==> config.mk <==
export PLATFORM = sky130hd
export DESIGN_NAME = idx_to_oh_skid
export DESIGN_NICKNAME = d
export VERILOG_FILES = /design/src/rtl/idx_to_oh_skid.sv
export SDC_FILE = /design/constraint.sdc
export NUM_CORES = 1
export LEC_CHECK = 0
export ABC_AREA = 1
export BUFFER_PORTS_ARGS = -buffer_cell sky130_fd_sc_hd__buf_2
export CAP_MARGIN = 40
export CORE_AREA = 2 2 39 41
export CTS_CLUSTER_SIZE = 25
export DETAILED_ROUTE_END_ITERATION = 16
export DIE_AREA = 0 0 41 43
export GPL_ROUTABILITY_DRIVEN = 0
export GPL_TIMING_DRIVEN = 0
export HOLD_SLACK_MARGIN = 0.12
export PLACE_DENSITY = 0.8
export REMOVE_ABC_BUFFERS = 1
export SETUP_SLACK_MARGIN = 0.3
export SLEW_MARGIN = 30
export SYNTH_ARGS = -nofsm -noshare
export SYNTH_HDL_FRONTEND = slang
export SYNTH_SLANG_ARGS = --single-unit
==> constraint.sdc <==
create_clock -name clk -period 2.3 [get_ports clk]
set_input_delay 0.345 -clock clk [delete_from_list [all_inputs] [get_ports clk]]
set_output_delay 0.345 -clock clk [all_outputs]
set_load 0.05 [all_outputs]
==> src/rtl/idx_to_oh_skid.sv <==
// Registered binary-index to one-hot decoder with valid/ready handshake.
// A main register drives the outputs; a skid register absorbs one beat so in_ready is flop-driven.
module idx_to_oh_skid #(
   parameter int NUM_SIGNALS = 4,
   parameter     DIRECTION   = "LSB0",
   parameter int INDEX_WIDTH = $clog2(NUM_SIGNALS)
) (
   input  logic                   clk,
   input  logic                   reset_n,
   input  logic                   in_valid,
   output logic                   in_ready,
   input  logic [INDEX_WIDTH-1:0] in_index,
   output logic                   out_valid,
   input  logic                   out_ready,
   output logic [NUM_SIGNALS-1:0] out_one_hot,
   output logic                   out_err
);

   localparam bit                   IS_MSB0   = (DIRECTION == "MSB0");
   localparam logic [INDEX_WIDTH:0]   N_EXT     = (INDEX_WIDTH+1)'(NUM_SIGNALS);
   localparam logic [INDEX_WIDTH-1:0] N_MINUS_1 = INDEX_WIDTH'(NUM_SIGNALS - 1);

   localparam logic [1:0] ST_EMPTY = 2'b00;
   localparam logic [1:0] ST_ONE   = 2'b10;
   localparam logic [1:0] ST_TWO   = 2'b11;

   logic                   r_main_valid;
   logic                   r_skid_valid;
   logic [NUM_SIGNALS-1:0] r_main_oh;
   logic                   r_main_err;
   logic [NUM_SIGNALS-1:0] r_skid_oh;
   logic                   r_skid_err;

   logic [INDEX_WIDTH-1:0] w_pos;
   logic [NUM_SIGNALS-1:0] w_one_hot;
   logic                   w_err;
   logic                   w_in_fire;
   logic                   w_out_fire;

   // MSB0 mirrors the index at INDEX_WIDTH width: (N-1) - idx == N - idx - 1.
   always_comb begin
      // NOTE: every always_comb output gets a default first so no path leaves it unassigned (no latch).
      w_one_hot = '0;
      w_err     = 1'b0;
      w_pos     = IS_MSB0 ? (N_MINUS_1 - in_index) : in_index;
      if ({1'b0, in_index} >= N_EXT) begin
         w_err = 1'b1;
      end else begin
         for (int i = 0; i < NUM_SIGNALS; i++) begin
            w_one_hot[i] = (w_pos == INDEX_WIDTH'(i));
         end
      end
   end

   assign w_in_fire  = in_valid & ~r_skid_valid;
   assign w_out_fire = r_main_valid & out_ready;

   // NOTE: sequential state uses non-blocking assignments so every flop samples pre-edge values.
   // NOTE: data registers are reset too, because the main register drives out_one_hot/out_err directly.
   always_ff @(posedge clk or negedge reset_n) begin
      if (!reset_n) begin
         r_main_valid <= 1'b0;
         r_skid_valid <= 1'b0;
         r_main_oh    <= '0;
         r_main_err   <= 1'b0;
         r_skid_oh    <= '0;
         r_skid_err   <= 1'b0;
      end else begin
         case ({r_main_valid, r_skid_valid})
            ST_EMPTY: begin
               if (w_in_fire) begin
                  r_main_valid <= 1'b1;
                  r_main_oh    <= w_one_hot;
                  r_main_err   <= w_err;
               end
            end
            ST_ONE: begin
               if (w_in_fire && w_out_fire) begin
                  r_main_oh  <= w_one_hot;
                  r_main_err <= w_err;
               end else if (w_in_fire) begin
                  r_skid_valid <= 1'b1;
                  r_skid_oh    <= w_one_hot;
                  r_skid_err   <= w_err;
               end else if (w_out_fire) begin
                  r_main_valid <= 1'b0;
               end
            end
            ST_TWO: begin
               if (w_out_fire) begin
                  r_skid_valid <= 1'b0;
                  r_main_oh    <= r_skid_oh;
                  r_main_err   <= r_skid_err;
               end
            end
            default: begin
               r_main_valid <= 1'b0;
               r_skid_valid <= 1'b0;
            end
         endcase
      end
   end

   assign in_ready    = ~r_skid_valid;
   assign out_valid   = r_main_valid;
   assign out_one_hot = r_main_oh;
   assign out_err     = r_main_err;

endmodule

Yosys cells after proc, flatten, opt, wreduce, memory -nomap -nowiden
Cells that the tools add are included.
{ "totals": {"word_cells": 45, "output_inout_bits": 7, "register_bits": 11} }
{ "classes": {"n_eq_ne": 12, "bitwise": 6, "reduce_logical": 8, "mux": 14} }
{ "ops": {"columns": ["cell", "n"], "rows": [
  ["$ne 2x2->1 const B", 7],
  ["$mux 4", 3],
  ["$pmux 4 s3", 1],
  ["$pmux 1 s3", 3],
  ["$eq 2x2->1 const B", 4],
  ["$reduce_and 4->1", 2],
  ["$mux 1", 7],
  ["$reduce_and 5->1", 1],
  ["$logic_not 2->1", 2],
  ["$not 1->1", 4],
  ["$reduce_and 3->1", 1],
  ["$reduce_bool 3->1", 1],
  ["$and 1x1->1", 2],
  ["$eq 2x1->1 const B", 1],
  ["$logic_and 1x1->1", 1]
]} }

Longest topological paths before layout
{ "logic_depth": {"depth_word": 5, "mapped_depth": 8, "mapped_depth_nobuf": 8} }

Worst setup path before layout
OpenSTA, ideal clock, no wires.
{ "synth_path": {"path_kind": "reg-to-reg", "from": "register r_main_valid (netlist: out_valid)", "to": "register r_main_oh[0] (netlist: out_one_hot[0])", "arrival_ps": 1541, "path_slack_ps": 640, "synth_period_minus_slack_ps": 1660, "path_stages_with_launch": 8, "setup_ps": 119, "t_required_ps": 2181, "path_cell_list": "dfrtp_1 > inv_1 > ha_1 > or2_1 > nand2_4 > nand2_4 > nand2_1 > nand2_1"} }
{ "synth_via": {"elab_chain_len": 4, "word_cells_on_any_way": 11, "cone_classes": "eq/ne: 5; mux: 1; bitwise: 1; reduce/logical: 4"} }
{ "synth_rtl": {"columns": ["item", "line", "rtl"], "rows": [
  ["start: declaration", "27", "logic r_main_valid;"],
  ["start signal: assignment", "62", "r_main_valid <= 1'b0;"],
  ["start signal: assignment", "72", "r_main_valid <= 1'b1;"],
  ["start signal: assignment", "86", "r_main_valid <= 1'b0;"],
  ["$and 1x1->1", "56", "assign w_out_fire = r_main_valid & out_ready;"],
  ["$logic_and 1x1->1", "78", "if (w_in_fire && w_out_fire) begin"],
  ["$ne 2x2->1 (no line)", null, null],
  ["$reduce_and 4->1 (no line)", null, null],
  ["end signal: assignment", "73", "r_main_oh <= w_one_hot;"],
  ["end signal: assignment", "79", "r_main_oh <= w_one_hot;"],
  ["end signal: assignment", "92", "r_main_oh <= r_skid_oh;"],
  ["end: declaration", "29", "logic [NUM_SIGNALS-1:0] r_main_oh;"]
]} }
Several ways; a longest one is shown, not always the timed one.
A chain may end at the register's enable or synchronous reset.

Worst setup path after layout
{ "layout_path": {"from": "register r_skid_valid", "to": "output in_ready"} }
{ "layout_via": {"elab_chain_len": 1} }
{ "layout_rtl": {"columns": ["item", "line", "rtl"], "rows": [
  ["start: declaration", "28", "logic r_skid_valid;"],
  ["start signal: assignment", "63", "r_skid_valid <= 1'b0;"],
  ["start signal: assignment", "82", "r_skid_valid <= 1'b1;"],
  ["start signal: assignment", "91", "r_skid_valid <= 1'b0;"],
  ["$not 1->1", "104", "assign in_ready = ~r_skid_valid;"],
  ["end: declaration", "11", "output logic in_ready,"]
]} }
No other way between the ends.

==> report_table.html <==
<table>
<tr><th>Metric</th><th>Value</th></tr>
<tr><th colspan="2">STA</th></tr>
<tr><td>Total negative setup slack</td><td>0 ps</td></tr>
<tr><td>Total of endpoints with negative setup slack in the final report</td><td>0</td></tr>
<tr><td>Final Max Tran Viols</td><td>0</td></tr>
<tr><td>Post-layout minimum cycle time</td><td>1450 ps</td></tr>
<tr><td>Portion of the clock cycle consumed by the worst path in the final layout</td><td>0.630</td></tr>
<tr><td>Max frequency</td><td>between 600 and 700 MHz</td></tr>
<tr><td>Final hold violation count</td><td>0</td></tr>
<tr><td>RSZ-0062 raised after global routing</td><td>false</td></tr>
<tr><td>Worst-case setup margin in the final layout</td><td>about 850 ps</td></tr>
<tr><td>Layout Skew</td><td>6.67 ps</td></tr>
<tr><th colspan="2">Die</th></tr>
<tr><td>Io pins</td><td>13</td></tr>
<tr><td>Core area</td><td>approximately 0.0014 mm^2</td></tr>
<tr><td>Floorplan die width</td><td>between 40 and 50 um</td></tr>
<tr><td>Die Y-Extent</td><td>43 um</td></tr>
<tr><td>Initial standard-cell utilization of the core</td><td>0.447</td></tr>
<tr><td>Total Die Area</td><td>around 0.0018 mm^2</td></tr>
<tr><td>Std-Cell Rows</td><td>14</td></tr>
<tr><th colspan="2">Global route</th></tr>
<tr><td>Total global routing overflow</td><td>0</td></tr>
<tr><td>GRT Util Overall</td><td>0.169</td></tr>
<tr><td>Pin count of the biggest net entering global routing</td><td>11</td></tr>
<tr><td>Number of antenna violations at the first check in global routing</td><td>0</td></tr>
<tr><td>First-pass GRT wire length</td><td>roughly 2.0 mm</td></tr>
<tr><td>Via count of the first global-routing pass</td><td>between 400 and 500</td></tr>
<tr><th colspan="2">Critical path</th></tr>
<tr><td>Count of cells along the worst register-to-register path</td><td>7</td></tr>
<tr><td>Startpoint of the worst register-to-register path</td><td>r_skid_valid</td></tr>
<tr><td>Data arrival time of the critical path</td><td>~1100 ps</td></tr>
<tr><td>Critical Path Fanout Max</td><td>4</td></tr>
<tr><td>Critical path class</td><td>register to output port</td></tr>
<tr><td>Element type at the critical path start</td><td>register</td></tr>
<tr><td>Setup slack, reg-to-reg</td><td>around 870 ps</td></tr>
<tr><td>Data required time of the worst path</td><td>1960 ps</td></tr>
<tr><td>Worst setup EP type</td><td>output port</td></tr>
<tr><td>Endpoint of the lowest-slack register-to-register path</td><td>out_one_hot[2]</td></tr>
<tr><th colspan="2">Layout</th></tr>
<tr><td>End-of-flow core utilization</td><td>0.519</td></tr>
<tr><td>Layout overhead on the synthesized area</td><td>16.2%</td></tr>
<tr><td>Layout cell share with drive strength beyond 1</td><td>0.284</td></tr>
<tr><td>Final instance area</td><td>a little over 700 um^2</td></tr>
<tr><td>Most common library cell in the layout ignoring fill and taps</td><td>nand2_1</td></tr>
<tr><td>Most frequent cells in the layout</td><td>22 x nand2_1, 11 x buf_2, 10 x dfrtp_1, 9 x inv_1, 6 x nand3_1</td></tr>
<tr><td>Post-layout net count</td><td>106</td></tr>
<tr><td>Diode count</td><td>0</td></tr>
<tr><th colspan="2">Clock network</th></tr>
<tr><td>Skew-Pair Late Insertion Delay</td><td>around 260 ps</td></tr>
<tr><td>Number of H-tree levels</td><td>1</td></tr>
<tr><td>Clock Tree Root</td><td>clkbuf_4</td></tr>
<tr><td>Setup Fix Bufs, Post-CTS</td><td>0</td></tr>
<tr><td>Clock edge transition at the registers on the reported setup and hold paths</td><td>about 70 ps</td></tr>
<tr><td>CTS tree</td><td>built</td></tr>
<tr><td>Number of sinks driven by the clock tree</td><td>10</td></tr>
<tr><td>Num CTS Buffers</td><td>3</td></tr>
<tr><td>Maximum clock path buffer count</td><td>2</td></tr>
<tr><th colspan="2">Logic synthesis</th></tr>
<tr><td>Ys Warns</td><td>0</td></tr>
<tr><td>Mean post-synth cell area</td><td>roughly 7.6 um^2</td></tr>
<tr><td>Cell area after synthesis</td><td>about 620 um^2</td></tr>
<tr><td>Register area share after synthesis</td><td>0.405</td></tr>
<tr><td>Count of mapped cells out of synthesis</td><td>81</td></tr>
<tr><td>Yosys cell types</td><td>19</td></tr>
<tr><td>Register bit count reported by yosys</td><td>10</td></tr>
<tr><th colspan="2">Hold path</th></tr>
<tr><td>Tightest Hold Check Type</td><td>input port to register</td></tr>
<tr><td>Launch instance of the worst min-delay path</td><td>in_index[0]</td></tr>
<tr><td>Sink of the worst hold path</td><td>r_skid_oh[3]</td></tr>
<tr><td>Hold Crit Depth</td><td>3</td></tr>
<tr><th colspan="2">Status</th></tr>
<tr><td>Run status</td><td>complete, no violations</td></tr>
<tr><th colspan="2">Route</th></tr>
<tr><td>Number of DRC markers in iteration 0</td><td>6</td></tr>
<tr><td>Via density</td><td>4.77</td></tr>
<tr><td>Wire length per cell</td><td>slightly below 10 um</td></tr>
<tr><td>DR DRC count</td><td>0</td></tr>
<tr><td>Final ANT Viol Nets</td><td>0</td></tr>
<tr><td>1st-pass router iterations</td><td>3</td></tr>
<tr><td>Total Wirelength</td><td>about 1.1 mm</td></tr>
<tr><td>Vias</td><td>between 500 and 600</td></tr>
<tr><th colspan="2">Power and ir drop</th></tr>
<tr><td>Maximum ir drop on the vdd rail</td><td>between 1 and 1.5 mV</td></tr>
<tr><td>Cell area power density</td><td>about 1500 mW/mm^2</td></tr>
<tr><td>Leakage power figure</td><td>around 0.40 nW</td></tr>
<tr><th colspan="2">Job</th></tr>
<tr><td>Max capacitance violation total</td><td>0</td></tr>
<tr><th colspan="2">Place</th></tr>
<tr><td>Instance area after placement</td><td>approximately 690 um^2</td></tr>
<tr><td>Post-detailed-placement half-perimeter wirelength</td><td>838 um</td></tr>
<tr><td>I/O Buffers</td><td>11</td></tr>
<tr><td>Placement-stage worst setup slack</td><td>894 ps</td></tr>
</table>
## stage by stage
stage / cells / hold slack (ps) / power [mW]
detailed placement: 107 / 220 / 0.963
global placement: 107 / 212 / 0.946
finish: 111 / 374 / 1.08
floorplan: 80 / 49.4 / 0.839
CTS: 111 / 363 / 1.09
global route: 111 / 385 / 1.18
## cells in the mapped netlist
cell,n,area (um^2)
nand2_1,22,82.6
dfrtp_1,10,250
inv_1,9,33.8
nand3_1,6,30.0
o21ai_0,5,25.0
inv_2,4,15.0
nor2_1,4,15.0
o21ai_1,4,20.0
ha_1,3,37.5
nand2_2,3,18.8
nand2_4,3,33.8
a21oi_1,1,5.00
buf_4,1,7.51
conb_1,1,3.75
nand3_2,1,10.0
nand4_1,1,6.26
nor2_2,1,6.26
nor2_4,1,11.3
or2_1,1,6.26
## power breakdown
group          switching (mW)  total, mW  leakage [nW]  internal [mW]
combinational           0.462      0.655         0.253          0.194
clock                  0.0580      0.118        0.0138         0.0604
sequential             0.0493      0.304         0.129          0.255
total                   0.569       1.08         0.395          0.509
## state kept, by name, summed over array words and instances (netlist names)
| register | flops |
|---|---|
| out_valid | 1 |
| out_one_hot | 4 |
| r_skid_oh | 4 |
| r_skid_valid | 1 |
## how the worst max path moves through the flow
stage	start	end	slack, ps	depth (start not counted)
final	r_skid_valid	in_ready	850	2
after detailed placement	out_valid	out_one_hot[2]	890	7
after global routing	out_valid	out_one_hot[3]	780	7
after floorplan	out_valid	out_one_hot[0]	640	7
after CTS	r_skid_valid	in_ready	840	2
after global placement	r_skid_valid	out_one_hot[3]	900	7
## worst max-delay path, cell delays in order (launching register included)
cell and delay, ps:
dfrtp_1 440, inv_2 130, buf_2 270
## logic make-up after synthesis
logic type / after synthesis / synth area share
other: 1 / 0.00607
adders and majority gates: 3 / 0.0607
AOI/OAI and AO/OA: 10 / 0.0810
DFF: 10 / 0.405
and+or+nand+nor: 43 / 0.356
buffers and inverters: 14 / 0.0911
## area by class of cell
class,count,area [um^2]
inverters,13,48.8
well taps,16,20.0
fillers,132,666
repair buffers,12,65.1
clock buffers,3,22.5
flip-flops and latches,10,250
multi-input cells,57,312
## per-layer routing
metal	vias up	global-route usage	routed length, um
li1	280	-	-
met1	233	0.205	456
met2	12	0.253	538
met3	5	0.0314	28
met4	0	0.120	44
met5	-	0	0
## repair_timing
| action | CTS | global route |
|---|---|---|
| hold buffers | 1 | 0 |
| gates resized for setup | 0 | 0 |
| hold endpoints to repair | 10 | 0 |
Note: power is estimated with default switching activity, not from simulation.
